==> src/rtl/branch_resolve_if.sv <==
// Execute-to-resolver bus: branch inputs, flush/redirect outputs, the predictor
// update port and statistics.
//
// Handshake: the predictor update port is valid/ready. An entry transfers on a
// rising clk edge where upd_valid & upd_ready are both high. While upd_valid is
// high, upd_pc/upd_taken stay stable until that transfer happens. upd_valid
// never depends on upd_ready. On the execute side, stall is the back-pressure:
// while it is high, execute holds every ex_* input unchanged.
interface branch_resolve_if #(
    parameter int ADDR_WIDTH = 32,
    parameter int CNT_WIDTH  = 32
);
    logic                  ex_valid;
    logic                  ex_isBranch;
    logic                  ex_branchTaken;
    logic                  ex_predTaken;
    logic [ADDR_WIDTH-1:0] ex_pc;
    logic [ADDR_WIDTH-1:0] ex_target;
    logic                  stall;
    logic                  flush;
    logic                  redirect_valid;
    logic [ADDR_WIDTH-1:0] redirect_pc;
    logic                  upd_valid;
    logic                  upd_ready;
    logic [ADDR_WIDTH-1:0] upd_pc;
    logic                  upd_taken;
    logic [CNT_WIDTH-1:0]  br_count;
    logic [CNT_WIDTH-1:0]  mispredict_count;
    logic                  dbg_state;

    modport master (
        output ex_valid, ex_isBranch, ex_branchTaken, ex_predTaken, ex_pc, ex_target,
        output upd_ready,
        input  stall, flush, redirect_valid, redirect_pc,
        input  upd_valid, upd_pc, upd_taken,
        input  br_count, mispredict_count, dbg_state
    );

    modport slave (
        input  ex_valid, ex_isBranch, ex_branchTaken, ex_predTaken, ex_pc, ex_target,
        input  upd_ready,
        output stall, flush, redirect_valid, redirect_pc,
        output upd_valid, upd_pc, upd_taken,
        output br_count, mispredict_count, dbg_state
    );
endinterface

==> src/rtl/branch_resolve_unit.sv <==
// Execute-stage branch resolver. It checks each branch against the fetch-time
// prediction, raises flush and redirect on a mispredict, and queues predictor
// training updates. It also keeps branch and mispredict statistics.
module branch_resolve_unit #(
    parameter int ADDR_WIDTH   = 32,
    parameter int UPD_DEPTH    = 4,
    parameter int FLUSH_CYCLES = 2,
    parameter int CNT_WIDTH    = 32
) (
    input logic             clk,
    input logic             rst,
    branch_resolve_if.slave bus
);
    localparam int PTR_W = (UPD_DEPTH > 1) ? $clog2(UPD_DEPTH) : 1;
    localparam int FC_W  = (FLUSH_CYCLES > 1) ? $clog2(FLUSH_CYCLES) : 1;
    localparam logic [PTR_W:0] FIFO_FULL = (PTR_W + 1)'(UPD_DEPTH);
    localparam logic [FC_W-1:0] FC_LOAD  = FC_W'(FLUSH_CYCLES - 1);

    typedef enum logic {
        S_IDLE  = 1'b0,
        S_FLUSH = 1'b1
    } state_t;

    state_t                state_q, state_d;
    logic [FC_W-1:0]       fc_q, fc_d;
    logic                  redir_valid_q, redir_valid_d;
    logic [ADDR_WIDTH-1:0] redir_pc_q, redir_pc_d;

    logic [ADDR_WIDTH-1:0] mem_pc    [UPD_DEPTH];
    logic                  mem_taken [UPD_DEPTH];
    logic [PTR_W-1:0]      wr_ptr_q, rd_ptr_q;
    logic [PTR_W:0]        count_q;

    logic [CNT_WIDTH-1:0]  br_cnt_q, mis_cnt_q;

    logic                  stall;
    logic                  resolve;
    logic                  mispredict;
    logic                  push;
    logic                  pop;
    logic                  fifo_nonempty;
    logic [ADDR_WIDTH-1:0] next_pc;

    // stall depends only on registered occupancy, so upd_ready cannot combinationally reach execute.
    assign stall         = (count_q == FIFO_FULL);
    assign fifo_nonempty = (count_q != '0);
    assign resolve       = bus.ex_valid & bus.ex_isBranch & ~stall & (state_q == S_IDLE);
    assign mispredict    = resolve & (bus.ex_predTaken != bus.ex_branchTaken);
    assign next_pc       = bus.ex_branchTaken ? bus.ex_target
                                              : bus.ex_pc + ADDR_WIDTH'(4);
    assign push          = resolve;
    assign pop           = fifo_nonempty & bus.upd_ready;

    always_ff @(posedge clk or negedge rst) begin
        if (!rst) begin
            state_q       <= S_IDLE;
            fc_q          <= '0;
            redir_valid_q <= 1'b0;
            redir_pc_q    <= '0;
        end else begin
            state_q       <= state_d;
            fc_q          <= fc_d;
            redir_valid_q <= redir_valid_d;
            redir_pc_q    <= redir_pc_d;
        end
    end

    // The flush counter loads FLUSH_CYCLES-1 on entry. FLUSH exits on the edge after it reads zero.
    always_comb begin
        state_d       = state_q;
        fc_d          = fc_q;
        redir_valid_d = 1'b0;
        redir_pc_d    = redir_pc_q;
        case (state_q)
            S_IDLE: begin
                if (mispredict) begin
                    state_d       = S_FLUSH;
                    fc_d          = FC_LOAD;
                    redir_valid_d = 1'b1;
                    redir_pc_d    = next_pc;
                end
            end
            S_FLUSH: begin
                if (fc_q == '0) begin
                    state_d = S_IDLE;
                end else begin
                    fc_d = fc_q - FC_W'(1);
                end
            end
            default: begin
                state_d = S_IDLE;
                fc_d    = '0;
            end
        endcase
    end

    always_ff @(posedge clk or negedge rst) begin
        if (!rst) begin
            wr_ptr_q <= '0;
            rd_ptr_q <= '0;
            count_q  <= '0;
        end else begin
            if (push) wr_ptr_q <= wr_ptr_q + PTR_W'(1);
            if (pop)  rd_ptr_q <= rd_ptr_q + PTR_W'(1);
            case ({push, pop})
                2'b10:   count_q <= count_q + (PTR_W + 1)'(1);
                2'b01:   count_q <= count_q - (PTR_W + 1)'(1);
                default: count_q <= count_q;
            endcase
        end
    end

    // Storage needs no reset: the head is masked to zero whenever the FIFO is empty.
    always_ff @(posedge clk) begin
        if (push) begin
            mem_pc[wr_ptr_q]    <= bus.ex_pc;
            mem_taken[wr_ptr_q] <= bus.ex_branchTaken;
        end
    end

    always_ff @(posedge clk or negedge rst) begin
        if (!rst) begin
            br_cnt_q  <= '0;
            mis_cnt_q <= '0;
        end else begin
            if (resolve && (br_cnt_q != '1))    br_cnt_q  <= br_cnt_q + CNT_WIDTH'(1);
            if (mispredict && (mis_cnt_q != '1)) mis_cnt_q <= mis_cnt_q + CNT_WIDTH'(1);
        end
    end

    assign bus.stall            = stall;
    assign bus.flush            = (state_q == S_FLUSH);
    assign bus.redirect_valid   = redir_valid_q;
    assign bus.redirect_pc      = redir_pc_q;
    assign bus.upd_valid        = fifo_nonempty;
    assign bus.upd_pc           = fifo_nonempty ? mem_pc[rd_ptr_q] : '0;
    assign bus.upd_taken        = fifo_nonempty ? mem_taken[rd_ptr_q] : 1'b0;
    assign bus.br_count         = br_cnt_q;
    assign bus.mispredict_count = mis_cnt_q;
    assign bus.dbg_state        = state_q;
endmodule

==> src/flat_wrapper.sv <==
// flat-port wrapper written by rule: the top's interface ports become plain ports
module branch_resolve_unit_flat 
#(
    parameter int ADDR_WIDTH   = 32,
    parameter int UPD_DEPTH    = 4,
    parameter int FLUSH_CYCLES = 2,
    parameter int CNT_WIDTH    = 32
)
  (clk, rst, bus_ex_valid, bus_ex_isBranch, bus_ex_branchTaken, bus_ex_predTaken, bus_ex_pc, bus_ex_target, bus_upd_ready, bus_stall, bus_flush, bus_redirect_valid, bus_redirect_pc, bus_upd_valid, bus_upd_pc, bus_upd_taken, bus_br_count, bus_mispredict_count, bus_dbg_state);
  branch_resolve_if #(.ADDR_WIDTH(ADDR_WIDTH), .CNT_WIDTH(CNT_WIDTH)) bus_i ();
  input logic clk;
  input logic rst;
  input wire logic [$bits(bus_i.ex_valid)-1:0] bus_ex_valid;
  input wire logic [$bits(bus_i.ex_isBranch)-1:0] bus_ex_isBranch;
  input wire logic [$bits(bus_i.ex_branchTaken)-1:0] bus_ex_branchTaken;
  input wire logic [$bits(bus_i.ex_predTaken)-1:0] bus_ex_predTaken;
  input wire logic [$bits(bus_i.ex_pc)-1:0] bus_ex_pc;
  input wire logic [$bits(bus_i.ex_target)-1:0] bus_ex_target;
  input wire logic [$bits(bus_i.upd_ready)-1:0] bus_upd_ready;
  output wire logic [$bits(bus_i.stall)-1:0] bus_stall;
  output wire logic [$bits(bus_i.flush)-1:0] bus_flush;
  output wire logic [$bits(bus_i.redirect_valid)-1:0] bus_redirect_valid;
  output wire logic [$bits(bus_i.redirect_pc)-1:0] bus_redirect_pc;
  output wire logic [$bits(bus_i.upd_valid)-1:0] bus_upd_valid;
  output wire logic [$bits(bus_i.upd_pc)-1:0] bus_upd_pc;
  output wire logic [$bits(bus_i.upd_taken)-1:0] bus_upd_taken;
  output wire logic [$bits(bus_i.br_count)-1:0] bus_br_count;
  output wire logic [$bits(bus_i.mispredict_count)-1:0] bus_mispredict_count;
  output wire logic [$bits(bus_i.dbg_state)-1:0] bus_dbg_state;
  assign bus_i.ex_valid = bus_ex_valid;
  assign bus_i.ex_isBranch = bus_ex_isBranch;
  assign bus_i.ex_branchTaken = bus_ex_branchTaken;
  assign bus_i.ex_predTaken = bus_ex_predTaken;
  assign bus_i.ex_pc = bus_ex_pc;
  assign bus_i.ex_target = bus_ex_target;
  assign bus_i.upd_ready = bus_upd_ready;
  assign bus_stall = bus_i.stall;
  assign bus_flush = bus_i.flush;
  assign bus_redirect_valid = bus_i.redirect_valid;
  assign bus_redirect_pc = bus_i.redirect_pc;
  assign bus_upd_valid = bus_i.upd_valid;
  assign bus_upd_pc = bus_i.upd_pc;
  assign bus_upd_taken = bus_i.upd_taken;
  assign bus_br_count = bus_i.br_count;
  assign bus_mispredict_count = bus_i.mispredict_count;
  assign bus_dbg_state = bus_i.dbg_state;
  branch_resolve_unit #(.ADDR_WIDTH(ADDR_WIDTH), .UPD_DEPTH(UPD_DEPTH), .FLUSH_CYCLES(FLUSH_CYCLES), .CNT_WIDTH(CNT_WIDTH)) u_core (.clk(clk), .rst(rst), .bus(bus_i));
endmodule
==> config.mk <==
export PLATFORM = sky130hd
export DESIGN_NAME = branch_resolve_unit_flat
export DESIGN_NICKNAME = d
export VERILOG_FILES = /design/src/rtl/branch_resolve_if.sv /design/src/rtl/branch_resolve_unit.sv /design/src/flat_wrapper.sv
export SDC_FILE = /design/constraint.sdc
export NUM_CORES = 1
export LEC_CHECK = 0
export ABC_CLOCK_PERIOD_IN_PS = 2900
export CAP_MARGIN = 40
export CORE_MARGIN = 5
export CORE_UTILIZATION = 52
export DETAILED_ROUTE_END_ITERATION = 8
export HOLD_SLACK_MARGIN = 0.15
export PLACE_DENSITY = 0.83
export SLEW_MARGIN = 15
export SYNTH_ARGS = -nofsm -noshare
export SYNTH_HDL_FRONTEND = slang
export SYNTH_SLANG_ARGS = --single-unit
==> constraint.sdc <==
create_clock -name clk -period 2.9 [get_ports clk]
set_clock_uncertainty 0.2 [all_clocks]
set_input_delay 0.58 -clock clk [delete_from_list [all_inputs] [get_ports clk]]
set_output_delay 0.58 -clock clk [all_outputs]
set_load 0.005 [all_outputs]
# Yosys cells after proc, flatten, opt, wreduce, memory -nomap -nowiden
# Memories as Yosys holds them, arrays and structs flattened.
# Cells that the tools add are included.
# W data, S select, Z words.
[op_classes]
n_bitwise = 7
add_sub_neg = 8
muxes = 13
reduce_logical = 5
eq_ne = 7
[ops]
columns = ["op", "n"]
rows = [
  ["$add A32 B1 Y32 const B", 2],
  ["$mux W32", 2],
  ["$ne A32 B32 Y1 const B", 2],
  ["$add A32 B3 Y32 const B", 1],
  ["$mux W1", 8],
  ["$pmux W3 S2", 1],
  ["$and A1 B1 Y1", 5],
  ["$add A2 B1 Y2 const B", 2],
  ["$pmux W1 S2", 2],
  ["$add A3 B1 Y3 const B", 1],
  ["$eq A3 B3 Y1 const B", 1],
  ["$reduce_bool A3 Y1", 1],
  ["$sub A3 B1 Y3 const B", 1],
  ["$eq A2 B1 Y1 const B", 1],
  ["$eq A2 B2 Y1 const B", 1],
  ["$logic_and A1 B1 Y1", 2],
  ["$ne A2 B1 Y1 const B", 1],
  ["$not A1 Y1", 2],
  ["$reduce_and A2 Y1", 1],
  ["$reduce_bool A2 Y1", 1],
  ["$ne A1 B1 Y1", 1],
  ["$sub A1 B1 Y1 const B", 1],
]
[word_totals]
mem_bits_rw = 132
n_memories = 2
out_inout_bits = 134
register_bits = 106
[memory_table]
columns = ["name", "words", "width", "read_ports", "rd_ports_with_merged_regs", "wr", "line_no", "rtl"]
rows = [
  ["u_core.mem_pc", 4, 32, 1, 0, 1, "branch_resolve_unit.sv:29", "logic [ADDR_WIDTH-1:0] mem_pc [UPD_DEPTH];"],
  ["u_core.mem_taken", 4, 1, 1, 0, 1, "branch_resolve_unit.sv:30", "logic mem_taken [UPD_DEPTH];"],
]

# Depth between registers and ports, before layout
# Gate-level depths: netlist (run 1).
[depth]
word_depth = 7
depth_mapped = 10
ltp_nobuf = 10

# Worst setup path before layout (run 1)
# No wires, ideal clock.
[synth_timing]
path_kind = "flip-flop to output port"
startpoint = "register u_core.rd_ptr_q[0]"
endpoint = "output bus_upd_pc[10]"
path_slack_ps = 434
stages_incl_launch_ff = 5
arrival_time_ps = 1686
n_path_buf = 2
t_required_ps = 2120
cell_sequence = "dfrtp_1 -> clkbuf_1 -> buf_2 -> mux4_2 -> and2_1"
[synth_via]
elab_chain_len = 2
[synth_rtl]
columns = ["element", "line_no", "rtl"]
rows = [
  ["start, declared", "branch_resolve_unit.sv:31", "logic [PTR_W-1:0] wr_ptr_q, rd_ptr_q;"],
  ["start signal, assigned", "branch_resolve_unit.sv:104", "if (pop) rd_ptr_q <= rd_ptr_q + PTR_W'(1);"],
  ["$mem_v2 Z4 W32", "--", ""],
  ["$mux W32", "branch_resolve_unit.sv:136", "assign bus.upd_pc = fifo_nonempty ? mem_pc[rd_ptr_q] : '0;"],
  ["end, declared", "flat_wrapper.sv:25", "output wire logic [$bits(bus_i.upd_pc)-1:0] bus_upd_pc;"],
]
# Every way passes these cells.

# Worst setup path in the final report (run 1)
[layout_timing]
startpoint = "register u_core.rd_ptr_q[0]"
endpoint = "output bus_upd_pc[6]"
# Same word-level chain as after synthesis.

==> flow_summary.ini, run 1 <==
[timing]
max_clock_freq_ghz = 0.3517
finalHoldViolCount = 0
whs_ns = 0.2792
finalCriticalPeriod_ns = 2.843
tightest_slew_ns = 0.6016
rsz0062_at_grt = yes
setup_violations = 0
final.period_utilization_pct = 98.03
slew_headroom_pct = 59.53
slew_violations = 0

[floorplanning]
boundaryPins = 205
fp.dieH_um = 153.2
dieArea_sq_um = 23480
initial_core_util_pct = 52.73
rows = 52
core_area_sq_um = 20230
die_x_um = 153.2

[final_layout]
syn_to_final_growth_pct = 35.05
drive_above_1_share_pct = 17.33
fillers = 1323
diodes = 0
finish.utilization_pct = 71.22
fin_area_sq_um = 14410
fin_nets = 1146

[global_route]
grt_max_degree = 46
grtUsageMet1_pct = 31.60
met2_usage_pct = 38.67
gr-usage-met3_pct = 5.711
grt_busiest_layer = met2
antenna_found_initial = 0
grt_overflow = 0
grt.total_usage_pct = 23.59
grt_pass1_vias = 8042
grt_pass1_wl_um = 44190

[power_and_ir_drop]
ir_drop_mv = 0.5021
power.leakage_nw = 5.564
pwr-share-clk_pct = 27.3
p_int_mw = 8.291
total_power_mw = 11.47
share_seq_of_total_power_pct = 39.1
p_sw_share_pct = 27.72
p_comb_share_pct = 33.7
switchingPower_mw = 3.180
power_density_nw_per_um2 = 796.1

[critical_path]
critical_path.slowest_cell = mux4_2
crit_buf_inv = 3
critPathKind = flop to output port
worst_setup_path_end_kind = output port
path_delay_family = multiplexers
worstPathArrival_ns = 2.06
slowest_delay_ns = 0.51
startpoint_type = flop
crit_chain = buf_12, buf_4, mux4_2, and2_4, dlygate4sd2_1
required_ns = 2.12
worst-path-max-fanout = 4

[synthesis]
synth_edf_count = 132
synth_nets = 879
synth_flop_cell = edfxtp_1
synth-compound-area-share_pct = 4.139
yosys_register_bits = 238
netlist_area_sq_um = 10670
yosysSeqAreaShare_pct = 62.01
yosys_warnings = 0
synthMuxAreaShare_pct = 8.478
netlist_instances = 799
synthArstFlopShare_pct = 44.54
syn_area_per_cell_sq_um = 13.35
synth-xor-area-share_pct = 7.223
synth_top_family_by_area = simple AND/OR/NAND/NOR gates
synthAdderAreaFrac_pct = 1.126
synthSimpleGateAreaFrac_pct = 15.11
synth.distinct_cells = 56

[detailed_routing]
viasPerCell = 5.645
wl_per_cell_um = 20.45
drc = 0
ant_nets = 0
dr.pass1.iters = 5
drt_iter0_drc = 486
drt_wl_total_um = 27720
vias = 7649

[placed_design]
gp_congestion = 0.8614
placedInstanceArea_sq_um = 13450
dpl.hpwl_um = 18730
portBuffers = 204

[clock_network]
cts.sinks = 238
clockBufferDepth = 3
cts-root-buf = clkbuf_16
insertion_delay_ns = 0.51
cts_buffers = 25
cts_tree = built
htree_num_levels = 1
path_clk_slew_ns = 0.06

[run_status]
status = finished, final reports clean

[hold_path]
hold_path.class = flop to flop

[run]
maxCapViolations = 0
-- registers in the layout, indices dropped and copies added, names as in the netlist --
name / count
u_core.bus.dbg_state: 1
u_core.wr_ptr_q: 2
u_core.bus.redirect_pc: 32
u_core.mem_taken: 4
u_core.rd_ptr_q: 2
u_core.bus.br_count: 32
u_core.mem_pc: 128
u_core.count_q: 3
u_core.bus.redirect_valid: 1
u_core.bus.mispredict_count: 32
u_core.fc_q: 1
-- layout make-up --
| type | instances | area [sq um] | area share (%) |
|---|---|---|---|
| well taps | 270 | 337.8 | 2.344 |
| repair buffers | 271 | 2675 | 18.56 |
| flip-flops and latches | 238 | 6618 | 45.92 |
| inverters | 20 | 75.07 | 0.5210 |
| multi-input cells | 510 | 3890 | 26.99 |
| clock buffers | 33 | 696.9 | 4.836 |
| clock inverters | 13 | 117.6 | 0.8162 |
-- stage by stage --
step	instances	TNS, ns	worst slack (ns)
after detailed placement	1299	0	0.08884
final	1355	0	0.05703
after global routing	1355	-0.001614	-0.001614
after global placement	1299	0	0.08532
after CTS	1355	-0.01928	-0.009100
after floorplan	799	0	0.4342
-- cells in the mapped netlist, types with 9 or more instances --
cell | count | area, sq um
and4_1 | 9 | 78.83
o21ai_0 | 22 | 110.1
nand4_1 | 33 | 206.5
and3_1 | 20 | 125.1
nor3_1 | 19 | 95.09
xnor2_1 | 51 | 446.7
and2_1 | 40 | 250.2
nor4_1 | 11 | 68.82
mux4_2 | 33 | 743.2
a21oi_1 | 22 | 110.1
nor2_1 | 45 | 168.9
inv_1 | 19 | 71.32
nand2_1 | 53 | 198.9
xor2_1 | 37 | 324.1
o22ai_1 | 12 | 75.07
nand3_1 | 38 | 190.2
clkbuf_1 | 19 | 71.32
edfxtp_1 | 132 | 3964
dfrtp_1 | 106 | 2653
-- cell families (layout without fill, tap and decap cells) --
family	Yosys count	count (layout)
compound gates	72	72
xor+xnor	88	88
fa+ha+maj	9	9
buf+inv	51	337
flops	238	238
mux	48	48
simple gates	293	293
-- power by group through the flow --
stage | logic [mW] | clock network [mW] | registers, mW
5_1_grt | 4.15 | 3.32 | 4.54
6_report | 3.86 | 3.13 | 4.48
2_1_floorplan | 1.64 | 0 | 4.47
4_1_cts | 3.85 | 3.18 | 4.47
3_3_place_gp | 3.60 | 0 | 4.53
3_5_place_dp | 3.68 | 0 | 4.55
-- cells in the final DEF (no fill, tap or decap), types with 26 or more instances in the layout --
cell type          n
and2_1            27
buf_4             51
clkbuf_16         26
clkdlybuf4s50_1  169
dfrtp_1          105
edfxtp_1         132
mux4_2            33
nand2_1           53
nand3_1           37
nand4_1           33
nor2_1            45
xnor2_1           51
xor2_1            37
-- per-layer routing --
metal  up-vias  wire length (um)
met5         -                 0
met4         0               787
met3        57              2340
met2       340             13430
met1      3763             11160
li1       3489                 -
-- final timing paths --
| kind | slack [ns] | to | depth (start not counted) | from |
|---|---|---|---|---|
| hold / removal | 0.28 | u_core.count_q[2] | 1 | u_core.count_q[2] |
| setup / recovery | 0.06 | bus_upd_pc[6] | 5 | u_core.rd_ptr_q[0] |
| setup reg to reg | 0.49 | u_core.count_q[2] | 9 | u_core.count_q[0] |
| max in group asynchronous | 1.49 | u_core.rd_ptr_q[0] | 3 | rst |
| min in group asynchronous | 0.34 | u_core.bus.mispredict_count[24] | 2 | rst |
| hold reg to reg | 0.28 | u_core.count_q[2] | 1 | u_core.count_q[2] |
-- timing repair --
action | 4_1_cts | 5_1_grt
endpoints found under the setup margin | 34 | 29
hold endpoints to repair | 27 | 0
setup buffers | 7 | 1
gates resized for setup | 66 | 30
hold buffers | 1 | 0
cloned | 2 | 0
No activity file was read; power rests on OpenSTA's default activity.
==> run 2: changes to the inputs <==
- CORE_ASPECT_RATIO: unset -> 2
==> run 2 against run 1 <==
  * The flow now finishes with violations (setup timing)
  * Register-to-register slack worse by 0.11 ns
  * Power down 1.3%
  * Routed wire length up 4.1%
  * Setup slack worse by 0.13 ns
  * Sequential share of layout area about the same
  * Flip-flop and latch count unchanged
  * Critical path depth up 2
  * Largest cell class unchanged
  * Highest routed layer unchanged
==> flow_summary.ini, run 2 (same netlist as run 1, synthesis figures left out) <==
[clock_network]
insertion_delay_ns = 0.50
cts-root-buf = clkbuf_16
cts.sinks = 238
path_clk_slew_ns = 0.07
cts_buffers = 21
htree_num_levels = 1
clockBufferDepth = 3
cts_tree = built

[final_layout]
multiInputGateArea_sq_um = 3902
layout_commonest_cell = clkdlybuf4s50_1
fillers = 1374
syn_to_final_growth_pct = 34.99
drive_above_1_share_pct = 19.93
seqCellArea_sq_um = 6618
most-common-layout-cells = clkdlybuf4s50_1 (169), edfxtp_1 (132), dfrtp_1 (105)
fin_area_sq_um = 14400
regMostFlops = u_core.mem_pc
final_cells = 1361
fin_nets = 1160
largest_reg_flops = 128

[floorplanning]
fp.dieH_um = 212.6
dieArea_sq_um = 23660
core_area_sq_um = 20370
rows = 74
die_x_um = 111.3
initial_core_util_pct = 52.38
boundaryPins = 205

[detailed_routing]
dr.pass1.iters = 4
viasPerCell = 5.635
vias = 7669
wl_met2_um = 15960
wl_met3_um = 1433
drt-met1-wl_um = 10060
ant_nets = 0
top_layer_used = met4
drc = 0
wl_per_cell_um = 21.19
drt_wl_total_um = 28840
drt_iter0_drc = 429

[timing]
timing.final.ws_setup_ns = -0.06843
whs_ns = 0.2828
final.period_utilization_pct = 102.4
max_clock_freq_ghz = 0.3369
tightest_slew_ns = 0.6113
finalHoldViolCount = 0
slew_headroom_pct = 58.87
setup_violations = 6
finalCriticalPeriod_ns = 2.968
slew_violations = 0
rsz0062_at_grt = yes

[critical_path]
critPathKind = flop to output port
slowest_delay_ns = 0.45
path_delay_family = buffers and inverters
worstPathArrival_ns = 2.19
critical_path.slowest_cell = dfrtp_2
required_ns = 2.12
crit_chain = buf_12, buf_12, buf_6, buf_6, mux4_2, and2_4, buf_6
worst_setup_path_end_kind = output port
startpoint_type = flop
reg2regPathDepth = 9
cp_common_cell = buf_6
worst-path-max-fanout = 5
cp.depth = 7
crit_buf_inv = 5

[power_and_ir_drop]
power.leakage_nw = 5.657
total_power_mw = 11.33
power_density_nw_per_um2 = 786.3
ir_drop_mv = 0.5334

[run]
maxCapViolations = 0

[placed_design]
placedInstanceArea_sq_um = 13450
portBuffers = 204
place_inst = 1296
gp_congestion = 0.8785
dpl.hpwl_um = 20320

[global_route]
grt_overflow = 0
grt_pass1_wl_um = 45260
grt_pass1_vias = 8255
antenna_found_initial = 2
grt.total_usage_pct = 24.46
grt_max_degree = 47

[run_status]
violations = setup timing
status = finished, violations left

[hold_path]
worstHoldPathCells = 2
hold_path.class = flop to flop
run 2: changes by cell type in the layout (fill, tap and decap cells not counted), moves of 2 or more:
cell | before | now
clkbuf_1 | 5 | 2
and2_4 | 13 | 18
clkbuf_8 | 2 | 0
buf_6 | 4 | 12
clkinv_4 | 0 | 2
and2_1 | 27 | 22
clkbuf_2 | 5 | 14
dlymetal6s2s_1 | 0 | 7
dlygate4sd2_1 | 6 | 0
buf_8 | 1 | 4
clkbuf_16 | 26 | 21
buf_4 | 51 | 63
clkdlybuf4s15_1 | 19 | 4
run 2: layout make-up:
cell class / instances / area share [%]
Sequential cell: 238 / 45.94
Multi-Input combinational cell: 510 / 27.09
Antenna cell: 1 / 0.01737
Timing Repair Buffer: 289 / 19.54
Clock inverter: 14 / 0.8687
Clock buffer: 23 / 3.700
Inverter: 20 / 0.5212
Tap cell: 266 / 2.311
run 2: worst paths after layout:
check | start | to | slack, ns
worst max-delay path | u_core.rd_ptr_q[0] | bus_upd_pc[5] | -0.07
worst min-delay path | u_core.bus.redirect_pc[7] | u_core.bus.redirect_pc[7] | 0.28
min in group asynchronous | rst | u_core.bus.br_count[11] | 0.44
worst min register to register | u_core.bus.redirect_pc[7] | u_core.bus.redirect_pc[7] | 0.28
max in group asynchronous | rst | u_core.bus.redirect_pc[0] | 1.38
worst max register to register | u_core.count_q[0] | u_core.count_q[2] | 0.38
run 2: power by group:
| part | leakage [nW] | internal [mW] | total (mW) | switching, mW |
|---|---|---|---|---|
| clock | 0.320 | 1.51 | 2.72 | 1.21 |
| combinational | 2.77 | 2.51 | 4.12 | 1.61 |
| sequential | 2.57 | 4.13 | 4.49 | 0.363 |
| total | 5.66 | 8.15 | 11.3 | 3.18 |
run 2: layer usage:
metal  vias up  track usage (%)
li1       3518                -
met2       289            45.84
met5         -                0
met1      3789            26.81
met4         0            12.26
met3        73            3.418
run 2: timing repair:
action	in CTS	in global routing
resized for setup	78	52
setup endpoints to repair	34	32
cloned	1	0
endpoints found under the hold margin	43	0
hold buffers	1	0
buffers inserted	15	14
run 2: metrics by stage:
stage	worst slack, ns	setup TNS [ns]	util (%)
after floorplan	0.4342	0	-
after global placement	0.09514	0	66.03
after detailed placement	0.08024	0	66.03
after CTS	-0.1394	-1.471	70.20
after global routing	-0.1093	-0.6235	70.71
final	-0.06843	-0.2920	70.71
run 2: tightest hold or removal path: stages (launching register included):
cell and delay [ns]:
dfrtp_1 0.34, nand2_1 0.04, o21ai_0 0.06
==> run 3: changes to the inputs <==
- GPL_ROUTABILITY_DRIVEN: unset -> 0
==> results of run 3 <==
Same layout as run 2: the final DEF is identical, and so are final timing and power.
